$ cat src/rtl/core_ctrl_pkg.sv
// Shared definitions for the TinyRisc-V multi-cycle sequencer: state encoding,
// major opcodes, trap cause codes and the legal-opcode decoder.
package core_ctrl_pkg;

    typedef enum logic [2:0] {
        ST_RESET  = 3'd0,
        ST_FETCH  = 3'd1,
        ST_DECODE = 3'd2,
        ST_EXEC   = 3'd3,
        ST_MEM    = 3'd4,
        ST_WB     = 3'd5,
        ST_TRAP   = 3'd6
    } state_e;

    localparam logic [6:0] OP_LUI    = 7'b0110111;
    localparam logic [6:0] OP_AUIPC  = 7'b0010111;
    localparam logic [6:0] OP_JAL    = 7'b1101111;
    localparam logic [6:0] OP_JALR   = 7'b1100111;
    localparam logic [6:0] OP_BRANCH = 7'b1100011;
    localparam logic [6:0] OP_LOAD   = 7'b0000011;
    localparam logic [6:0] OP_STORE  = 7'b0100011;
    localparam logic [6:0] OP_OPIMM  = 7'b0010011;
    localparam logic [6:0] OP_OP     = 7'b0110011;
    localparam logic [6:0] OP_SYSTEM = 7'b1110011;
    localparam logic [6:0] OP_FENCE  = 7'b0001111;

    localparam logic [3:0] CAUSE_IFETCH_FAULT = 4'd1;
    localparam logic [3:0] CAUSE_ILLEGAL      = 4'd2;
    localparam logic [3:0] CAUSE_LOAD_FAULT   = 4'd5;
    localparam logic [3:0] CAUSE_STORE_FAULT  = 4'd7;

    function automatic logic is_legal(input logic [6:0] op);
        logic legal;
        case (op)
            OP_LUI, OP_AUIPC, OP_JAL, OP_JALR, OP_BRANCH, OP_LOAD,
            OP_STORE, OP_OPIMM, OP_OP, OP_SYSTEM, OP_FENCE: legal = 1'b1;
            default:                                         legal = 1'b0;
        endcase
        return legal;
    endfunction

endpackage

$ cat src/rtl/core_ctrl_bus_watchdog.sv
// Bus request watchdog: counts unacknowledged wait cycles since the last start
// and flags the cycle on which the count reaches BUS_TIMEOUT (0 disables it).
module bus_watchdog #(
    parameter int BUS_TIMEOUT = 255
) (
    input  logic clk,
    input  logic rst,
    input  logic start,
    input  logic bus_wait,
    output logic expired
);
    localparam int CW = (BUS_TIMEOUT > 0) ? $clog2(BUS_TIMEOUT + 1) : 1;
    localparam logic [CW-1:0] LIMIT = CW'(BUS_TIMEOUT);
    localparam logic [CW-1:0] LAST  = CW'((BUS_TIMEOUT > 0) ? BUS_TIMEOUT - 1 : 0);
    localparam bit EN = (BUS_TIMEOUT > 0);

    logic [CW-1:0] cnt_q, cnt_d;

    // Saturates at LIMIT so a stuck request never wraps back to a safe count.
    always_comb begin
        cnt_d = cnt_q;
        if (start)
            cnt_d = '0;
        else if (bus_wait && cnt_q != LIMIT)
            cnt_d = cnt_q + 1'b1;
    end

    always_ff @(posedge clk) begin
        if (rst) cnt_q <= '0;
        else     cnt_q <= cnt_d;
    end

    // An ack clears bus_wait, so an ack on the expiry cycle wins.
    assign expired = EN && bus_wait && (cnt_q >= LAST);

endmodule

$ cat src/rtl/core_ctrl.sv
// Multi-cycle FETCH/DECODE/EXEC/MEM/WB sequencer with trap handling and bus
// watchdog. Define CORE_CTRL_PERF_EN to add the cycle/instret counters.
module core_ctrl
    import core_ctrl_pkg::*;
#(
    parameter int BUS_TIMEOUT = 255
) (
    input  logic        clk,
    input  logic        rst,
    input  logic [6:0]  opcode,
    input  logic        wb_reg,
    input  logic        csr_wb,
    output logic        imem_req,
    input  logic        imem_ack,
    output logic        dmem_req,
    output logic        dmem_we,
    input  logic        dmem_ack,
    output logic        ir_we,
    output logic        pc_we,
    output logic        reg_we,
    output logic        csr_we,
    output logic        trap,
    output logic [3:0]  trap_cause,
    output logic [2:0]  state
`ifdef CORE_CTRL_PERF_EN
    ,
    output logic [63:0] cycle_cnt,
    output logic [63:0] instret_cnt
`endif
);

    state_e     state_q, state_d;
    logic [3:0] cause_q, cause_d;
    logic       wd_start, wd_wait, wd_expired;

    always_ff @(posedge clk) begin
        if (rst) begin
            state_q <= ST_RESET;
            cause_q <= '0;
        end else begin
            state_q <= state_d;
            cause_q <= cause_d;
        end
    end

    always_comb begin
        state_d = state_q;
        cause_d = cause_q;
        case (state_q)
            ST_RESET:  state_d = ST_FETCH;
            ST_FETCH: begin
                if (imem_ack) begin
                    state_d = ST_DECODE;
                end else if (wd_expired) begin
                    state_d = ST_TRAP;
                    cause_d = CAUSE_IFETCH_FAULT;
                end
            end
            ST_DECODE: begin
                if (is_legal(opcode)) begin
                    state_d = ST_EXEC;
                end else begin
                    state_d = ST_TRAP;
                    cause_d = CAUSE_ILLEGAL;
                end
            end
            ST_EXEC:   state_d = (opcode == OP_LOAD || opcode == OP_STORE) ? ST_MEM : ST_WB;
            ST_MEM: begin
                if (dmem_ack) begin
                    state_d = ST_WB;
                end else if (wd_expired) begin
                    state_d = ST_TRAP;
                    cause_d = (opcode == OP_STORE) ? CAUSE_STORE_FAULT : CAUSE_LOAD_FAULT;
                end
            end
            ST_WB:     state_d = ST_FETCH;
            ST_TRAP:   state_d = ST_FETCH;
            default:   state_d = ST_RESET;
        endcase
    end

    always_comb begin
        imem_req   = 1'b0;
        dmem_req   = 1'b0;
        dmem_we    = 1'b0;
        ir_we      = 1'b0;
        pc_we      = 1'b0;
        reg_we     = 1'b0;
        csr_we     = 1'b0;
        trap       = 1'b0;
        trap_cause = '0;
        case (state_q)
            ST_FETCH: begin
                imem_req = 1'b1;
                ir_we    = imem_ack;
            end
            ST_MEM: begin
                dmem_req = 1'b1;
                dmem_we  = (opcode == OP_STORE);
            end
            ST_WB: begin
                pc_we  = 1'b1;
                reg_we = wb_reg && (opcode != OP_FENCE);
                csr_we = csr_wb && (opcode == OP_SYSTEM);
            end
            ST_TRAP: begin
                pc_we      = 1'b1;
                trap       = 1'b1;
                trap_cause = cause_q;
            end
            default: ;
        endcase
    end

    assign state = state_q;

    // Restart the count on every entry into a bus-request state.
    assign wd_start = (state_d == ST_FETCH || state_d == ST_MEM) && (state_d != state_q);
    assign wd_wait  = (state_q == ST_FETCH && !imem_ack) || (state_q == ST_MEM && !dmem_ack);

    bus_watchdog #(
        .BUS_TIMEOUT(BUS_TIMEOUT)
    ) u_watchdog (
        .clk      (clk),
        .rst      (rst),
        .start    (wd_start),
        .bus_wait (wd_wait),
        .expired  (wd_expired)
    );

`ifdef CORE_CTRL_PERF_EN
    logic [63:0] cycle_q, cycle_d, instret_q, instret_d;

    always_comb begin
        cycle_d   = cycle_q + 64'd1;
        instret_d = instret_q + ((state_q == ST_WB) ? 64'd1 : 64'd0);
    end

    always_ff @(posedge clk) begin
        if (rst) begin
            cycle_q   <= '0;
            instret_q <= '0;
        end else begin
            cycle_q   <= cycle_d;
            instret_q <= instret_d;
        end
    end

    assign cycle_cnt   = cycle_q;
    assign instret_cnt = instret_q;
`endif

endmodule

$ cat config.mk
export PLATFORM = sky130hd
export DESIGN_NAME = core_ctrl
export DESIGN_NICKNAME = d
export VERILOG_FILES = /design/src/rtl/core_ctrl_pkg.sv /design/src/rtl/core_ctrl_bus_watchdog.sv /design/src/rtl/core_ctrl.sv
export SDC_FILE = /design/constraint.sdc
export NUM_CORES = 1
export LEC_CHECK = 0
export CELL_PAD_IN_SITES_DETAIL_PLACEMENT = 1
export CELL_PAD_IN_SITES_GLOBAL_PLACEMENT = 1
export CORE_ASPECT_RATIO = 1.2
export CORE_MARGIN = 5
export CORE_UTILIZATION = 35
export CTS_CLUSTER_DIAMETER = 60
export DETAILED_ROUTE_END_ITERATION = 12
export DONT_BUFFER_PORTS = 1
export PLACE_DENSITY = 0.64
export REMOVE_ABC_BUFFERS = 1
export SLEW_MARGIN = 40
export SYNTH_ARGS = -nofsm -noshare
export SYNTH_HDL_FRONTEND = slang
export SYNTH_SLANG_ARGS = --single-unit
$ cat constraint.sdc
create_clock -name clk -period 1.8 [get_ports clk]
set_input_delay 0.18 -clock clk [delete_from_list [all_inputs] [get_ports clk]]
set_output_delay 0.18 -clock clk [all_outputs]
set_load 0.005 [all_outputs]
* Word level (Yosys, flattened, before mapping)
Cells that the tools add are included.
** Operators by class
- $lt $le $gt $ge :: 1
- Reductions and logical operators :: 19
- Add/subtract/negate cells :: 1
- Equality and inequality tests :: 27
- Multiplexer cells :: 24
** Operators by type and width (number)
- $eq A7 B7 Y1 const B :: 4
- $mux W4 :: 6
- $eq A7 B6 Y1 const B :: 3
- $pmux W3 S5 :: 1
- $eq A7 B5 Y1 const B :: 2
- $eq A3 B3 Y1 const B :: 4
- $mux W3 :: 4
- $pmux W4 S3 :: 1
- $mux W1 :: 11
- $reduce_or A11 Y1 :: 1
- $add A8 B1 Y8 const B :: 1
- $ge A8 B8 Y1 const B :: 1
- $ne A8 B8 Y1 const B :: 1
- $eq A7 B2 Y1 const B :: 1
- $eq A7 B4 Y1 const B :: 1
- $logic_and A1 B1 Y1 :: 7
- $ne A7 B4 Y1 const B :: 1
- $eq A3 B1 Y1 const B :: 2
- $eq A3 B2 Y1 const B :: 2
- $ne A2 B2 Y1 const B :: 3
- $reduce_and A6 Y1 :: 1
- $ne A2 B1 Y1 const B :: 2
- $reduce_or A2 Y1 :: 2
- $logic_not A3 Y1 :: 1
- other kinds (6) :: 9
** Word-level totals
- Input bits :: 13
- Bits in registers :: 15
- Output and inout bits :: 15

* Depth between registers and ports, before layout
- Word-level depth :: 11
- Depth in mapped cells :: 8
- Depth with buffers taken out :: 8

* Modules after synthesis
From an unflattened synthesis, not the netlist that was laid out.
** Unflattened totals
- Cells, all modules :: 122
- Area total of the unflattened synthesis :: 965.9 µm²
** By module, submodules not included
- core_ctrl :: times used 1, cells an instance 73, area an instance 524.3 µm²
- bus_watchdog :: times used 1, cells an instance 49, area an instance 441.7 µm²

* Worst setup path before layout
OpenSTA, ideal clock, no wires.
- Path kind :: flip-flop to flip-flop
- Start :: register state_q[0], in the netlist state[0]
- End :: register u_watchdog.cnt_q[0]
- Path slack :: -19 ps
- Arrival :: 1698 ps
- Required time :: 1679 ps
- Stages on the path, launching flop included :: 8
- Cells stage by stage :: dfxtp_1 buf_2 nor2_1 or4_1 a2bb2oi_1 o22ai_1 a21oi_4 nor2_1
** On the way
- Longest elaborated chain between the ends :: 11
- Elaborated cells on any way between the ends :: 23
- Those cells by class :: eq/ne (9); mux (4); reduce/logical (10)
** Ends and longest elaborated chain
- from (decl) :: RTL line core_ctrl.sv:32 : state_e state_q, state_d;
- from (signal assigned) :: RTL line core_ctrl.sv:41 : state_q <= state_d;
- $eq A3 B1 Y1 / $eq A3 B3 Y1 (equally long branches) :: RTL line core_ctrl.sv:49, core_ctrl.sv:119
- $logic_and A1 B1 Y1 :: RTL line core_ctrl.sv:119 : assign wd_wait = (state_q == ST_FETCH && !imem_ack) || (state_q == ST_MEM && !dmem_ack);
- $logic_or A1 B1 Y1 :: RTL line core_ctrl.sv:119
- $logic_and A1 B1 Y1 :: RTL line core_ctrl_bus_watchdog.sv:34 : assign expired = EN && bus_wait && (cnt_q >= LAST);
- $mux W3 :: RTL line core_ctrl.sv:54, core_ctrl.sv:71
- $mux W3 (on tied branches) :: RTL line core_ctrl.sv:69, core_ctrl.sv:52
- $pmux W3 S5 :: RTL line core_ctrl.sv:49 : case (state_q)
- $eq A3 B1 Y1 / $eq A3 B3 Y1 (equally long branches) :: RTL line core_ctrl.sv:118 : assign wd_start = (state_d == ST_FETCH || state_d == ST_MEM) && (state_d != state_q);
- $logic_or A1 B1 Y1 :: RTL line core_ctrl.sv:118
- $logic_and A1 B1 Y1 :: RTL line core_ctrl.sv:118
- $reduce_or A2 Y1 (no source line)
- to (signal assigned) :: RTL line core_ctrl_bus_watchdog.sv:30 : else cnt_q <= cnt_d;
- to (decl) :: RTL line core_ctrl_bus_watchdog.sv:17 : logic [CW-1:0] cnt_q, cnt_d;
Several ways; a longest one is shown, not always the timed one.
A chain may end at the register's enable or synchronous reset.

* Worst setup path after layout
- Start :: register state_q[1], in the netlist state[1]
- End :: register u_watchdog.cnt_q[7]
Same word-level chain as after synthesis.

==> impl_results.md <==
- Largest net degree at the start of global routing: 12
- Die W: 58.1 um
- Worst slack at placement: -0.109 ns
- Grt ovf: 0
- R2r worst-path depth: 7
- PortBufs: 0
- Unrepaired setup endpoints after global routing: yes
- Routed Antenna Nets: 0
- Top_reg_cell synth: dfxtp_1
- Pre-Repair DR Iteration Count: 4
- Number of library cell types mapped by synthesis: 48
- Die area: 0.00394 mm2
- Synth async-reset ratio: 0
- Core footprint: 0.00273 mm2
- Tcrit/Tclk final: 1.00
- Status: complete, but fails checks
- DRT iter0 DRCs: 8
- Pleak: 0.603 nW
- Pwr Total: 0.00145 W
- Die height: 67.8 um
- Max cap viols: 0
- Ports: 28
- GP Congestion: 0.758
- Clk sinks: 14
- Layout cells sized above 1: 0.389
- Cells after Synth: 124
- Commonest cells after routing, fill and taps aside: 31 x buf_4, 15 x nor2_1, 12 x nand2_1
- Worst setup margin: -0.00272 ns
- Most common cell after layout, fill and taps aside: buf_4
- Number of global-route vias before repair: 1,161
- Critical Path RT: 1.97 ns
- WL/cell: 17.0 um
- Post-Route Skew: 0.00780 ns
- Area growth syn-to-layout: 44.5%
- Final Hold Viols: 0
- Finished Core Util: 0.515
- Yosys reg bits: 14
- Min cycle time layout: 1.80 ns
- First-pass GRT wire length: 5.28 mm
- Avg Vias per Cell: 5.51
- Post-route cell area: 0.00141 mm2
- Syn Area/Cell: 7.85 um2
- Dpl cell area: 0.00121 mm2
- FP Rows: 21
- Max-slew violation count: 0
- CTS tree: done
- CP endpoint kind: register
- DR DRC count: 0
- Worst hold path stage count: 2
- Final nets: 173
- Pwr/cell area: 1030 mW/mm2
- Initial antenna violation count: 0
- Worst Path Max Fanout: 5
- Sequential-to-total area share from yosys stat: 0.288
- Hold crit path type: input pin to register
- GRT Total Usage: 0.180
- Clk Latency, worst-skew pair: 0.29 ns
- DP HPWL: 2.58 mm
- Post-Syn Area: 973 um2
- Initial Utilization: 0.356
- Post-synth EDFFs: 0
- CP Class: register to register
- Failing checks: setup timing
- Wirelength, routed: 3.25 mm
- Root buf cell: clkbuf_4
- Final setup fails: 1
- Clock transition at path regs: 0.08 ns
- Clock tree buffer depth: 2
- # diodes: 0
- R2R Setup Slk: -0.003 ns
- TritonCTS Buffers: 3
- Synth warn: 0
- Crit path DAT: 1.98 ns
- CP startpoint kind: register
- Via count: 1,053
- Fmax: 555 MHz
- H-tree depth: 1
- Max VDD drop: 570 uV
==> per-layer routing <==
layer,up-vias,track usage,part of all wire
met5,-,0,0
met2,34,0.335,0.55
met4,0,0.157,0.050
li1,501,-,-
met1,507,0.166,0.35
met3,11,0.0325,0.050
==> per-stage QoR <==
stage / hold slack [ns] / setup TNS, ns / instances
2_1_floorplan: 0.249 / -0.983 / 119
3_3_place_gp: 0.252 / -0.154 / 182
3_5_place_dp: 0.253 / -0.602 / 182
4_1_cts: 0.0656 / -0.0443 / 189
5_1_grt: 0.0644 / -0.494 / 191
6_report: 0.0878 / -0.00272 / 191
==> what timing repair did <==
| item | in CTS | in global routing |
|---|---|---|
| pin swaps | 9 | 4 |
| hold buffers | 1 | 0 |
| setup buffers | 2 | 2 |
| resized for setup | 14 | 9 |
| endpoints found under the setup margin | 9 | 9 |
| endpoints found under the hold margin | 5 | 0 |
==> cell families (layout without fill, tap and decap cells) <==
kind of cell,count (synthesis),after routing,share of synthesized area
simple gates,62,62,0.355
buf+inv,11,44,0.0476
other cells,1,1,0.00385
xor+xnor,8,8,0.0720
compound gates,26,26,0.208
fa+ha+maj,2,2,0.0257
flops,14,14,0.288
==> layout make-up <==
cell class / count / area (um2)
fillers: 342 / 1330
multi-input cells: 99 / 751
flip-flops and latches: 14 / 289
repair buffers: 34 / 265
well taps: 34 / 42.5
clock buffers: 4 / 36.3
inverters: 6 / 22.5
==> critical path, stage by stage, from the launching register on <==
cell and delay (ns):
dfxtp_4 0.37, buf_6 0.12, or4b_4 0.51, o2bb2ai_4 0.17, nor3_4 0.13, and4_1 0.22
xnor2_1 0.12, nor2_1 0.05
==> worst paths after layout <==
path              start                  end
max reg2reg    state[1]  u_watchdog.cnt_q[7]
min reg2reg  cause_q[0]           cause_q[0]
min                 rst             state[1]
max            state[1]  u_watchdog.cnt_q[7]
==> flip-flops by register name, indices dropped and copies added, names as in the netlist <==
signal	flops
cause_q	3
state	3
u_watchdog.cnt_q	8
==> report_power, final <==
| part | switching, W | internal [W] | total (W) |
|---|---|---|---|
| Sequential | 0.0000400 | 0.000352 | 0.000392 |
| Clock | 0.000108 | 0.000123 | 0.000231 |
| Combinational | 0.000412 | 0.000415 | 0.000827 |
| Total | 0.000559 | 0.000891 | 0.00145 |
==> cell usage after synthesis, types with 2 or more instances <==
master | count | area share
a21oi_1 | 7 | 0.036
nand2_1 | 12 | 0.046
nor3_1 | 5 | 0.026
dfxtp_1 | 14 | 0.29
xor2_1 | 3 | 0.027
ha_1 | 2 | 0.026
nand2b_1 | 2 | 0.013
o22ai_1 | 3 | 0.019
clkbuf_1 | 2 | 0.0077
inv_1 | 6 | 0.023
or4b_4 | 2 | 0.028
xnor2_1 | 5 | 0.045
and2_1 | 3 | 0.019
nor2_1 | 16 | 0.062
o21ai_0 | 2 | 0.010
or3_1 | 2 | 0.013
nor2b_1 | 2 | 0.013
nand3_1 | 4 | 0.021
and3_1 | 3 | 0.019
Power figures use the tool's default switching activity.
